$ cat src/rtl/press_event_decoder.sv
// Turns a debounced button level into one-cycle press, release, long-press and
// auto-repeat pulses, and keeps a saturating count of presses.
module press_event_decoder #(
    parameter int LONG_CYCLES   = 10,
    parameter int REPEAT_CYCLES = 4,
    parameter int CNT_W         = 8
) (
    input  logic             clk,
    input  logic             rst,
    input  logic             level_in,
    input  logic             clear_i,
    output logic             press_o,
    output logic             release_o,
    output logic             long_o,
    output logic             repeat_o,
    output logic             held_o,
    output logic [CNT_W-1:0] count_o,
    output logic             sat_o
);
    localparam int MAX_CYC = (LONG_CYCLES > REPEAT_CYCLES) ? LONG_CYCLES : REPEAT_CYCLES;
    localparam int TW      = $clog2(MAX_CYC + 1);

    typedef enum logic [1:0] {IDLE, PRESSED, LONG} state_t;

    state_t           state_q, state_d;
    logic [TW-1:0]    timer_q, timer_d;
    logic             level_q;
    logic             press_q, press_d;
    logic             release_q, release_d;
    logic             long_q, long_d;
    logic             repeat_q, repeat_d;
    logic             held_q, held_d;
    logic [CNT_W-1:0] count_q, count_d;
    logic             sat_q, sat_d;
    logic             rise, fall;

    assign rise = level_in & ~level_q;
    assign fall = ~level_in & level_q;

    always_comb begin
        state_d   = state_q;
        timer_d   = timer_q;
        press_d   = 1'b0;
        release_d = 1'b0;
        long_d    = 1'b0;
        repeat_d  = 1'b0;
        case (state_q)
            IDLE: begin
                if (rise) begin
                    press_d = 1'b1;
                    timer_d = TW'(1);
                    state_d = PRESSED;
                end
            end
            PRESSED: begin
                // Release wins over a long press landing on the same cycle
                if (fall) begin
                    release_d = 1'b1;
                    state_d   = IDLE;
                end else if (timer_q == TW'(LONG_CYCLES)) begin
                    long_d  = 1'b1;
                    timer_d = TW'(1);
                    state_d = LONG;
                end else begin
                    timer_d = timer_q + TW'(1);
                end
            end
            LONG: begin
                if (fall) begin
                    release_d = 1'b1;
                    state_d   = IDLE;
                end else if (timer_q == TW'(REPEAT_CYCLES)) begin
                    repeat_d = 1'b1;
                    timer_d  = TW'(1);
                end else begin
                    timer_d = timer_q + TW'(1);
                end
            end
            default: state_d = IDLE;
        endcase
        held_d = (state_d != IDLE);
    end

    always_comb begin
        count_d = count_q;
        if (clear_i) begin
            count_d = press_d ? CNT_W'(1) : '0;
        end else if (press_d && (count_q != {CNT_W{1'b1}})) begin
            count_d = count_q + CNT_W'(1);
        end
        sat_d = &count_d;
    end

    // level_q resets high so a button held through reset must be released first
    always_ff @(posedge clk or posedge rst) begin
        if (rst) begin
            level_q   <= 1'b1;
            state_q   <= IDLE;
            timer_q   <= '0;
            press_q   <= 1'b0;
            release_q <= 1'b0;
            long_q    <= 1'b0;
            repeat_q  <= 1'b0;
            held_q    <= 1'b0;
            count_q   <= '0;
            sat_q     <= 1'b0;
        end else begin
            level_q   <= level_in;
            state_q   <= state_d;
            timer_q   <= timer_d;
            press_q   <= press_d;
            release_q <= release_d;
            long_q    <= long_d;
            repeat_q  <= repeat_d;
            held_q    <= held_d;
            count_q   <= count_d;
            sat_q     <= sat_d;
        end
    end

    assign press_o   = press_q;
    assign release_o = release_q;
    assign long_o    = long_q;
    assign repeat_o  = repeat_q;
    assign held_o    = held_q;
    assign count_o   = count_q;
    assign sat_o     = sat_q;
endmodule

$ cat config.mk
export PLATFORM = sky130hd
export DESIGN_NAME = press_event_decoder
export DESIGN_NICKNAME = d
export VERILOG_FILES = /design/src/rtl/press_event_decoder.sv
export SDC_FILE = /design/constraint.sdc
export NUM_CORES = 1
export LEC_CHECK = 0
export ABC_AREA = 1
export BUFFER_PORTS_ARGS = -buffer_cell sky130_fd_sc_hd__buf_4
export CORE_MARGIN = 5
export CORE_UTILIZATION = 48
export CTS_CLUSTER_SIZE = 10
export DETAILED_ROUTE_END_ITERATION = 8
export PLACE_DENSITY = 0.7
export SLEW_MARGIN = 20
export SYNTH_ARGS = -nofsm -noshare
export SYNTH_HDL_FRONTEND = slang
export SYNTH_SLANG_ARGS = --single-unit
$ cat constraint.sdc
create_clock -name clk -period 2.1 [get_ports clk]
set_input_delay 0.105 -clock clk [delete_from_list [all_inputs] [get_ports clk]]
set_output_delay 0.105 -clock clk [all_outputs]
set_load 0.02 [all_outputs]
==> out/results.txt <==
Status - completed
Mapped cell area - 1240 µm²
Synth Area in Adders - 0.0804
Critical Path End Type - flop
Vias in the first global route - 1090
Max transition margin - 0.474
Post-Syn Area per Cell - 7.55 µm²
H-Tree Depth - 1
Slowest stage cell, crit path - dfrtp_1
Final setup fails - 0
Cts bufs inserted - 3
Die area - 3710 µm²
Synth Area in XOR/XNOR - 0.0141
Vias per cell - 4.89
Routability cong. - 0.908
Commonest non-fill, non-tap cell in the layout - nand2_1
CP Data Arrival Time - 2.08 ns
Yosys Warn Count - 0
PostCTS Resize Cnt - 0
Post-synthesis compound-gate area fraction - 0.0613
Critical path fanouts, max - 9
Top cells by area, synth - dfrtp_1 (40%), nand2_1 (12%), inv_1 (9.3%), ha_1 (8.0%), nand3_1 (6.8%)
Clock skew - 0.00258 ns
Port Buffers - 17
DP HPWL - 1.99 mm
IO Count - 18
Gr usage total - 0.165
Count of different cell masters after synthesis - 20
Chip Width - 60.9 µm
Register area share after synthesis - 0.423
Number of DRC markers in iteration 0 - 64
CP cell instances - inv_1, ha_1, inv_1, nor2_2, buf_4, nand3_1, nand2_1, nand2_1, nor2_1, nand2_1, nor2_2
Total grt overflow - 0
Initial Util - 0.503
F_max - 545 MHz
Kind of critical path - flop to flop
Hold/Removal Path Class - primary input to flop
PD cells - 768 nW/µm²
Worst slack at placement - 0.287 ns
First-pass GRT wire length - 4.60 mm
Mux contribution to synthesized area - 0
Final Cell Area - 1450 µm²
Site row count - 18
Tot Pwr - 0.00111 W
Worst setup SP type - flop
Post-Syn Instances - 165
Synthesized flop and latch total - 21
DR pass1 iterations - 4
DRC - 0
CORE AREA - 2480 µm²
Fillers - 247
Share of the synthesized area in the top cell type - 0.402
Initial antenna violation count - 0
Main combinational cell family by area after synthesis - simple AND/OR/NAND/NOR gates
Unrepaired setup endpoints after global routing - no
DR WL/cell - 11.4 µm
Leading area contributor after synthesis - dfrtp_1
Share of layout cells above drive strength 1 - 0.166
Worst-path clk slew - 0.11 ns
DP Area - 1400 µm²
Die Height - 60.9 µm
Peak supply drop - 0.531 mV
CP most frequent cell - nand2_1
Root Buffer - clkbuf_4
CTS tree - yes
Nets@finish - 200
Area Overhead vs Synth - 16.1%
Min setup slack post-route - 0.264 ns
Max Cap Viol - 0
Vias after detailed routing - 1061
Detailed Route WL - 2.48 mm
CP max stage delay - 0.43 ns
Net Count, Synth - 177
Pin count of the biggest net entering global routing - 22
Worst hold slack - 0.219 ns
Fin crit share - 0.874
Worst EP required - 2.34 ns
Slew @ Worst Pin - 0.787 ns
Final max-slew violation count - 0
P_leak - 0.794 nW
Most frequent cells in the layout - nand2_1 (39), inv_1 (31), dfrtp_1 (20)
Setup TNS - 0 ns
Synth Area in Simple Gates - 0.310
Final min period - 1.84 ns
Worst skew pair latency - 0.30 ns
ANT cells - 0
Clk buf depth - 2
Final Hold Viols - 0
Clock Sinks - 21
Post-route ant nets - 0
==> per-layer routing <==
metal,up-vias,routed length [µm],track usage
li1,554,-,-
met1,488,1030,0.188
met2,17,1320,0.308
met3,2,113,0.0234
met4,0,21,0.0650
met5,-,0,0
==> path summary, 6_finish.rpt <==
path	start	end	slack, ns	depth (start not counted)
worst max-delay path	state_q[0]	sat_o	0.26	11
worst min-delay path	clear_i	count_o[2]	0.22	4
worst max register to register	state_q[0]	sat_o	0.26	11
worst min register to register	timer_q[3]	timer_q[3]	0.58	2
max in group asynchronous	rst	repeat_o	1.11	3
min in group asynchronous	rst	timer_q[2]	0.50	3
==> state kept, by name, indices dropped and copies added, names as in the netlist <==
register and flops:
press_o 1, timer_q 4, long_o 1, release_o 1
repeat_o 1, level_q 1, state_q 2, held_o 1
sat_o 1, count_o 8
==> what timing repair did <==
action                    CTS  global route
setup buffers               0             0
hold buffers                2             0
hold endpoints to repair   21             0
==> layout make-up <==
| type | count | area (µm²) | area share |
|---|---|---|---|
| clock buffers | 4 | 26.3 | 0.0182 |
| inverters | 32 | 120 | 0.0831 |
| multi-input cells | 110 | 579 | 0.401 |
| flip-flops and latches | 21 | 527 | 0.365 |
| well taps | 30 | 37.5 | 0.0260 |
| repair buffers | 20 | 155 | 0.107 |
==> per-stage QoR <==
step | std cells | utilization
floorplan | 165 | -
global placement | 211 | 0.565
detailed placement | 211 | 0.565
CTS | 217 | 0.583
global route | 217 | 0.583
finish | 217 | 0.583
==> report_power, final <==
| part | switching, W | internal (W) | total, W | leakage [nW] |
|---|---|---|---|---|
| registers | 0.0000481 | 0.000461 | 0.000509 | 0.282 |
| clock network | 0.000116 | 0.0000740 | 0.000190 | 0.0150 |
| logic | 0.000262 | 0.000149 | 0.000410 | 0.497 |
==> synth_stat cells (all sizes together) <==
library cell	instances
inv	31
o21bai	1
nor2	23
clkinv	1
dfstp	1
o22ai	3
xor2	2
nand3	18
dfrtp	20
nand2	41
o21ai	7
ha	8
buf	2
a21oi	3
nand4	4
==> worst max-delay path, delay by kind of cell (launching register included) <==
family | cells | cell delay [ns]
fa+ha+maj | 1 | 0.14
buf+inv | 3 | 0.41
flops | 1 | 0.43
simple gates | 7 | 0.80
==> cell families after synthesis <==
group / Yosys count
AO/OA/AOI/OAI: 14
XOR/XNOR: 2
adder cells (fa/ha/maj): 8
buffers and inverters: 34
flip-flops: 21
AND/OR/NAND/NOR: 86
Note: power is estimated with default switching activity, not from simulation.
